`src/rtl/pipe_hazard_pkg.sv`:
```
// Shared types and constants for the hazard scoreboard: the tracked-entry
// record and the forwarding-select encoding.
package pipe_hazard_pkg;

  localparam int SB_REG_ADDR_W = 5;
  localparam int SB_DEPTH      = 3;
  localparam int FWD_W         = $clog2(SB_DEPTH + 1);
  localparam int FWD_RF        = 0;

  typedef struct packed {
    logic                     valid;
    logic [SB_REG_ADDR_W-1:0] dst;
    logic                     load;
  } sb_entry_t;

endpackage

```
`src/rtl/sb_match.sv`:
```
// Per-operand priority encoder over the tracking pipe: reports the youngest
// in-flight entry whose destination matches the source register.
module sb_match
  import pipe_hazard_pkg::*;
#(
  parameter int DEPTH = SB_DEPTH,
  parameter int IDX_W = $clog2(SB_DEPTH + 1)
) (
  input  sb_entry_t [DEPTH-1:0]    pipe_i,
  input  logic [SB_REG_ADDR_W-1:0] src_i,
  input  logic                     used_i,
  output logic                     hit_o,
  output logic [IDX_W-1:0]         idx_o,
  output logic                     load_o
);

  // Scan oldest to youngest so the lowest matching index is the last written.
  always_comb begin
    hit_o  = 1'b0;
    idx_o  = '0;
    load_o = 1'b0;
    for (int j = DEPTH - 1; j >= 0; j--) begin
      if (used_i && pipe_i[j].valid && (pipe_i[j].dst == src_i)) begin
        hit_o  = 1'b1;
        idx_o  = IDX_W'(j);
        load_o = pipe_i[j].load;
      end
    end
  end

endmodule

```
`src/rtl/hazard_scoreboard.sv`:
```
// Depth-generic hazard/forwarding controller: tracks in-flight destinations,
// picks the youngest forwarding source per operand and raises load-use stalls.
module hazard_scoreboard
  import pipe_hazard_pkg::*;
#(
  parameter  int REG_ADDR_W   = SB_REG_ADDR_W,
  parameter  int DEPTH        = SB_DEPTH,
  parameter  int NUM_SRC      = 2,
  parameter  int LOAD_LAT     = 1,
  parameter  int FLUSH_STAGES = 2,
  localparam int SEL_W        = $clog2(DEPTH + 1)
) (
  input  logic                          clk,
  input  logic                          rst_n,
  input  logic                          issue_valid,
  input  logic                          issue_wr,
  input  logic                          issue_load,
  input  logic [REG_ADDR_W-1:0]         issue_dst,
  input  logic [NUM_SRC*REG_ADDR_W-1:0] src_addr,
  input  logic [NUM_SRC-1:0]            src_used,
  input  logic                          flush,
  output logic                          stall,
  output logic [NUM_SRC*SEL_W-1:0]      fwd_sel,
  output logic [15:0]                   stall_cnt
);

  sb_entry_t [DEPTH-1:0]      pipe_q, pipe_d;
  logic [NUM_SRC*SEL_W-1:0]   fwd_q, fwd_d;
  logic [15:0]                cnt_q, cnt_d;
  logic [NUM_SRC-1:0]         hit, is_load, op_stall;
  logic [SEL_W-1:0]           idx [NUM_SRC];
  logic                       advance;
  sb_entry_t                  new_entry;

  for (genvar i = 0; i < NUM_SRC; i++) begin : g_src
    sb_match #(
      .DEPTH (DEPTH),
      .IDX_W (SEL_W)
    ) u_match (
      .pipe_i (pipe_q),
      .src_i  (src_addr[i*REG_ADDR_W +: REG_ADDR_W]),
      .used_i (src_used[i]),
      .hit_o  (hit[i]),
      .idx_o  (idx[i]),
      .load_o (is_load[i])
    );
    // A load still younger than LOAD_LAT has no result to forward yet.
    assign op_stall[i] = hit[i] && is_load[i] && (int'(idx[i]) < LOAD_LAT);
  end

  assign stall     = issue_valid && !flush && (|op_stall);
  assign advance   = issue_valid && !stall && !flush;
  assign new_entry = '{valid: issue_wr && (issue_dst != '0), dst: issue_dst, load: issue_load};

  always_comb begin
    pipe_d    = pipe_q;
    pipe_d[0] = advance ? new_entry : '0;
    for (int j = 1; j < DEPTH; j++) begin
      pipe_d[j] = pipe_q[j-1];
    end
    if (flush) begin
      for (int j = 0; j < DEPTH; j++) begin
        if (j < FLUSH_STAGES) pipe_d[j] = '0;
      end
    end

    fwd_d = '0;
    if (advance) begin
      for (int i = 0; i < NUM_SRC; i++) begin
        fwd_d[i*SEL_W +: SEL_W] = hit[i] ? (idx[i] + SEL_W'(1)) : SEL_W'(FWD_RF);
      end
    end

    cnt_d = cnt_q;
    if (stall && (cnt_q != 16'hFFFF)) cnt_d = cnt_q + 16'd1;
  end

  always_ff @(posedge clk) begin
    if (!rst_n) begin
      pipe_q <= '0;
      fwd_q  <= '0;
      cnt_q  <= '0;
    end else begin
      pipe_q <= pipe_d;
      fwd_q  <= fwd_d;
      cnt_q  <= cnt_d;
    end
  end

  assign fwd_sel   = fwd_q;
  assign stall_cnt = cnt_q;

endmodule

```
`config.mk`:
```
export PLATFORM = sky130hd
export DESIGN_NAME = hazard_scoreboard
export DESIGN_NICKNAME = d
export VERILOG_FILES = /design/src/rtl/pipe_hazard_pkg.sv /design/src/rtl/sb_match.sv /design/src/rtl/hazard_scoreboard.sv
export SDC_FILE = /design/constraint.sdc
export NUM_CORES = 1
export LEC_CHECK = 0
export CORE_UTILIZATION = 54
export DETAILED_ROUTE_END_ITERATION = 8
export PLACE_DENSITY = 0.84
export SETUP_SLACK_MARGIN = 0.4
export SYNTH_ARGS = -nofsm -noshare
export SYNTH_HDL_FRONTEND = slang
export SYNTH_SLANG_ARGS = --single-unit
```
`constraint.sdc`:
```
create_clock -name clk -period 7 [get_ports clk]
set_input_delay 0.7 -clock clk [delete_from_list [all_inputs] [get_ports clk]]
set_output_delay 0.7 -clock clk [all_outputs]
set_load 0.1 [all_outputs]
```
Word level (Yosys, flattened, before mapping)
Cells that the tools add are included.
- logic and storage cells: 74
- input bits: 23
- output and inout port bits: 21
- flip-flop bits (word level): 41
- magnitude comparators: 2
- bitwise gates (word level): 2
- reductions and logical operators: 30
- equality and inequality tests: 7
- muxes and demuxes: 18
- add/subtract/negate cells: 3
- operator list (operator ; number):
    equality test 5 bit ; 6
    logical AND 1 bit ; 22
    adder 16 x 1 -> 16 bit (second input constant) ; 1
    != test 16 bit (second input constant) ; 1
    2-to-1 mux 1 bit ; 12
    2-to-1 mux 2 bit ; 6
    AND reduction 3 bit ; 2
    nonzero test 5 bit ; 1
    adder 2 x 1 -> 2 bit (second input constant) ; 2
    < comparator 2 x 1 -> 1 bit (second input constant) ; 2
    OR reduction 2 bit ; 2
    OR reduction 3 bit ; 1
    zero test 1 bit ; 2
    NOT 1 bit ; 2

Logic depth before layout (Yosys ltp)
- depth after elaboration: 14
- mapped depth: 14
- depth with buffers taken out: 12

By module
From an unflattened synthesis, not the netlist that was laid out.
- cell total of the unflattened synthesis: 221
- area, all modules: 2018.2 sq um
- modules (own cells, without submodules) (module ; instances ; area each (sq um) ; seq. area each (sq um) ; cells each):
    hazard_scoreboard ; 1 ; 1570.3 ; 820.8 ; 159
    sb_match ; 2 ; 224.0 ; 0.0 ; 31

Worst setup path before layout
OpenSTA, ideal clock, no wires.
- path kind: input to output
- start: input src_addr[5]
- end: output stall
- cell stages on the path: 11
- data required time: 6.300 ns
- slack: 2.875 ns
- arrival: 3.425 ns
- buffers on the path: 0
- cell sequence: xnor2_1 > and4_1 > nand3_1 > o21ai_0 > inv_1 > nand2_1 > ha_1 > a21bo_2 > a31oi_4 > nor2_1 > nor2b_1
- word-level cells in the longest chain between the ends: 9
- elaborated cells between the ends (all ways): 20
- those cells by class: order compare (1); eq/ne (3); mux (9); reduce/logical (7)
- ends and longest elaborated chain (element ; line ; RTL):
    start: declaration ; hazard_scoreboard.sv:19 ; input logic [NUM_SRC*REG_ADDR_W-1:0] src_addr,
    equality test 5 bit ; sb_match.sv:23 ; if (used_i && pipe_i[j].valid && (pipe_i[j].dst == src_i)) begin
    logical AND 1 bit ; sb_match.sv:23 ;
    2-to-1 mux 2 bit or 2-to-1 mux 1 bit (tied branches) (3 in a row) ; sb_match.sv:23 ;
    < comparator 2 x 1 -> 1 bit or logical AND 1 bit (tied branches) ; hazard_scoreboard.sv:48 ; assign op_stall[i] = hit[i] && is_load[i] && (int'(idx[i]) < LOAD_LAT);
    logical AND 1 bit (*) ; hazard_scoreboard.sv:48 ;
    OR reduction 2 bit (*) ; hazard_scoreboard.sv:51 ; assign stall = issue_valid && !flush && (|op_stall);
    logical AND 1 bit (*) ; hazard_scoreboard.sv:51 ;
    end: declaration ; hazard_scoreboard.sv:22 ; output logic stall,
Mark *: on every way between the ends. The rest lies on a longest branch, timed or not.

Worst setup path in the final report
- start: input src_addr[7]
- end: output stall
The elaborated chain is that of the path after synthesis.

==> reports/results.tsv <==
stage	metric	value	unit
outcome	outcome	finished, final reports clean	
worst_setup_path	Crit Reg-Reg Startpoint	pipe_q[3]	
cts	Clock Latency Late Sink	0.30	ns
worst_setup_path	R2R Setup Slk	4.10	ns
timing	Final Hold Fails	0	
place	Detailed Place HPWL	3380	um
timing	clock skew	0.00653	ns
synthesis	Post-Syn Area per Cell	9.53	um2
worst_setup_path	Critical Path Fanout Max	4	
worst_setup_path	critical path class	in -> out	
detailed_routing	First-pass DRT Iterations	4	
cts	clock slew at reported path FFs	0.07	ns
cts	post-CTS setup buffer count	0	
worst_setup_path	Worst R2R End	stall_cnt[13]	
cts	CTS tree	done	
synthesis	Async S/R FF share, synth	0	
final_layout	nets	289	
detailed_routing	post-route ant nets	0	
final_layout	n_diodes	0	
grt	Total Routing Usage GR	0.233	
cts	TritonCTS Buffers	5	
floorplanning	Top-Level Pins	44	
synthesis	number of flops mapped to enable cells by yosys	0	
worst_hold_path	Hold Startpoint	pipe_q[0]	
pwr	Power Dens Cells	161	nW/um2
synthesis	Syn Inst Count	218	
floorplanning	Initial Util	0.563	
timing	highest clock rate	206	MHz
final_layout	most common cell after layout, fill and taps aside	clkdlybuf4s50_1	
place	gpl congestion	0.905	
grt	vias in the first global route	1609	
synthesis	synth top area cells	dfxtp_1 (40%), xnor2_1 (8.9%), and2_1 (7.5%)	
cts	PostCTS Resize Cnt	0	
floorplanning	Die W	64.0	um
detailed_routing	average wire per standard cell	14.2	um
place	DP Worst Slack	2.17	ns
timing	unrepaired setup endpoints after global routing	false	
synthesis	FF+latch count, synth	41	
timing	Period minus WS final	4.86	ns
synthesis	Top FF cell, synth	dfxtp_1	
worst_setup_path	Worst EP arrival	4.16	ns
job	MaxCap Viol Count	0	
synthesis	sequential element share of the synthesized area	0.395	
synthesis	Synth area leader	dfxtp_1	
pwr	Total Power	0.422	mW
detailed_routing	routed vias/inst	5.63	
detailed_routing	DR iter-0 viols	122	
timing	setup TNS	0	ns
timing	Slew Limit Fails	0	
floorplanning	chip height	64.0	um
place	IO buf count	43	
cts	hold buffers post-CTS	0	
timing	slew margin rel.	0.342	
cts	CTS H-tree depth	2	
final_layout	final core utilization	0.712	
synthesis	YS warnings	0	
synthesis	Yosys top cell area share	0.395	
pwr	LEAKAGE	0.954	nW
timing	Final Worst Setup Slack	2.14	ns
detailed_routing	vias post-DR	1756	
final_layout	fraction of layout cells with a size suffix above 1	0.0530	
floorplanning	Site Rows	22	
pwr	peak supply drop	0.135	mV
worst_hold_path	Hold Path Class	reg -> reg	
final_layout	most frequent cells in the layout	clkdlybuf4s50_1 (43), dfxtp_1 (41), and2_1 (25), xnor2_1 (21), nand2_1 (14)	
synthesis	synth unique cells	37	
timing	final setup fails	0	
detailed_routing	DRC viols	0	
cts	CTS root buf	clkbuf_8	
synthesis	Syn Std Cell Area	2080	um2
grt	first-pass GRT wire length	7250	um
worst_setup_path	critical path endpoint category	output port	
cts	clk buf depth	2	
grt	initial antenna violation count	0	
grt	GRT overflow	0	
synthesis	syn_nets	244	
worst_hold_path	Hold Path Cell Cnt	1	
worst_setup_path	critical path required time	6.30	ns
floorplanning	Core Footprint	3690	um2
timing	Worst Tran Pin Value	0.984	ns
worst_setup_path	Worst R2R Path Depth	12	
timing	final period utilization	0.694	
floorplanning	Die Area	4100	um2
detailed_routing	drt total wl	4430	um
worst_setup_path	Critical Path Start Type	input port	
cts	clock tree sinks	41	
grt	largest net degree at the start of global routing	28	
final_layout	layout overhead on the synthesized area	26.4	%
worst_hold_path	worst hold path endpoint	pipe_d[14]	
cell usage after synthesis, types with 3 or more instances:
master    count
xor2_1       11
o21a_1        7
a21boi_1      4
clkbuf_1      3
ha_1          3
and2_1       25
o211a_1       5
nand2_1      14
dfxtp_1      41
nor2_1        7
mux2i_1       3
nor2b_1       4
nand2b_1      3
nor3_1        7
nand4_1       8
or4_1         4
o21ai_0       3
o31ai_1       4
xnor2_1      21
or3_1         5
inv_1         4
nand3_1       9
worst max-delay path, stage by stage:
cell	delay, ns
clkdlybuf4s50_1	0.50
xnor2_1	0.24
and4_1	0.24
nand3_1	0.16
o21ai_0	0.20
inv_1	0.08
nand2_1	0.08
ha_1	0.13
a21bo_2	0.23
a31oi_4	0.19
nor2_1	0.12
nor2b_1	0.14
clkdlybuf4s50_1	1.14
where the power goes:
group | internal [mW] | switching (mW)
clock | 0.0687 | 0.0809
combinational | 0.0201 | 0.0159
sequential | 0.235 | 0.00187
total | 0.324 | 0.0987
sequential cells by signal, summed over array words and instances (netlist names):
name and count:
pipe_d 7, stall_cnt 16, fwd_sel 4, pipe_q 14
stage by stage:
step                      instances  cell area (um2)  hold slack, ns
after floorplan                 218             2080           0.420
after global placement          304             2540           0.437
after detailed placement        304             2540           0.446
after CTS                       312             2630           0.466
after global routing            312             2630           0.510
final                           312             2630           0.463
area by class of cell:
| cell class | count | area [um2] |
|---|---|---|
| Multi-Input combinational cell | 168 | 1210 |
| Fill cell | 304 | 1060 |
| Sequential cell | 41 | 821 |
| Timing Repair Buffer | 43 | 430 |
| Clock buffer | 5 | 68.8 |
| Tap cell | 48 | 60.1 |
| Clock inverter | 3 | 17.5 |
| Inverter | 4 | 15.0 |
worst max path at each step:
stage / start / endpoint / slack [ns] / cells past startpoint
floorplan: src_addr[5] / stall / 2.88 / 11
global placement: src_addr[7] / stall / 2.26 / 13
detailed placement: src_addr[7] / stall / 2.17 / 13
CTS: src_addr[7] / stall / 2.16 / 13
global route: src_addr[7] / stall / 2.03 / 12
finish: src_addr[7] / stall / 2.14 / 13
layer usage:
layer | vias to the layer above | wire length, um | global-route usage
met2 | 51 | 2110 | 0.362
met1 | 831 | 2000 | 0.304
met3 | 12 | 212 | 0.0536
met4 | 0 | 105 | 0.114
met5 | - | 0 | 0
li1 | 862 | - | -
logic make-up after synthesis:
| logic type | after synthesis | share of synthesized area |
|---|---|---|
| adder cells (fa/ha/maj) | 3 | 0.0181 |
| multiplexers | 3 | 0.0145 |
| AND/OR/NAND/NOR | 92 | 0.248 |
| flip-flops | 41 | 0.395 |
| XOR/XNOR | 32 | 0.135 |
| AO/OA/AOI/OAI | 38 | 0.169 |
| buffers and inverters | 9 | 0.0205 |
(Power assumes the default switching activity.)
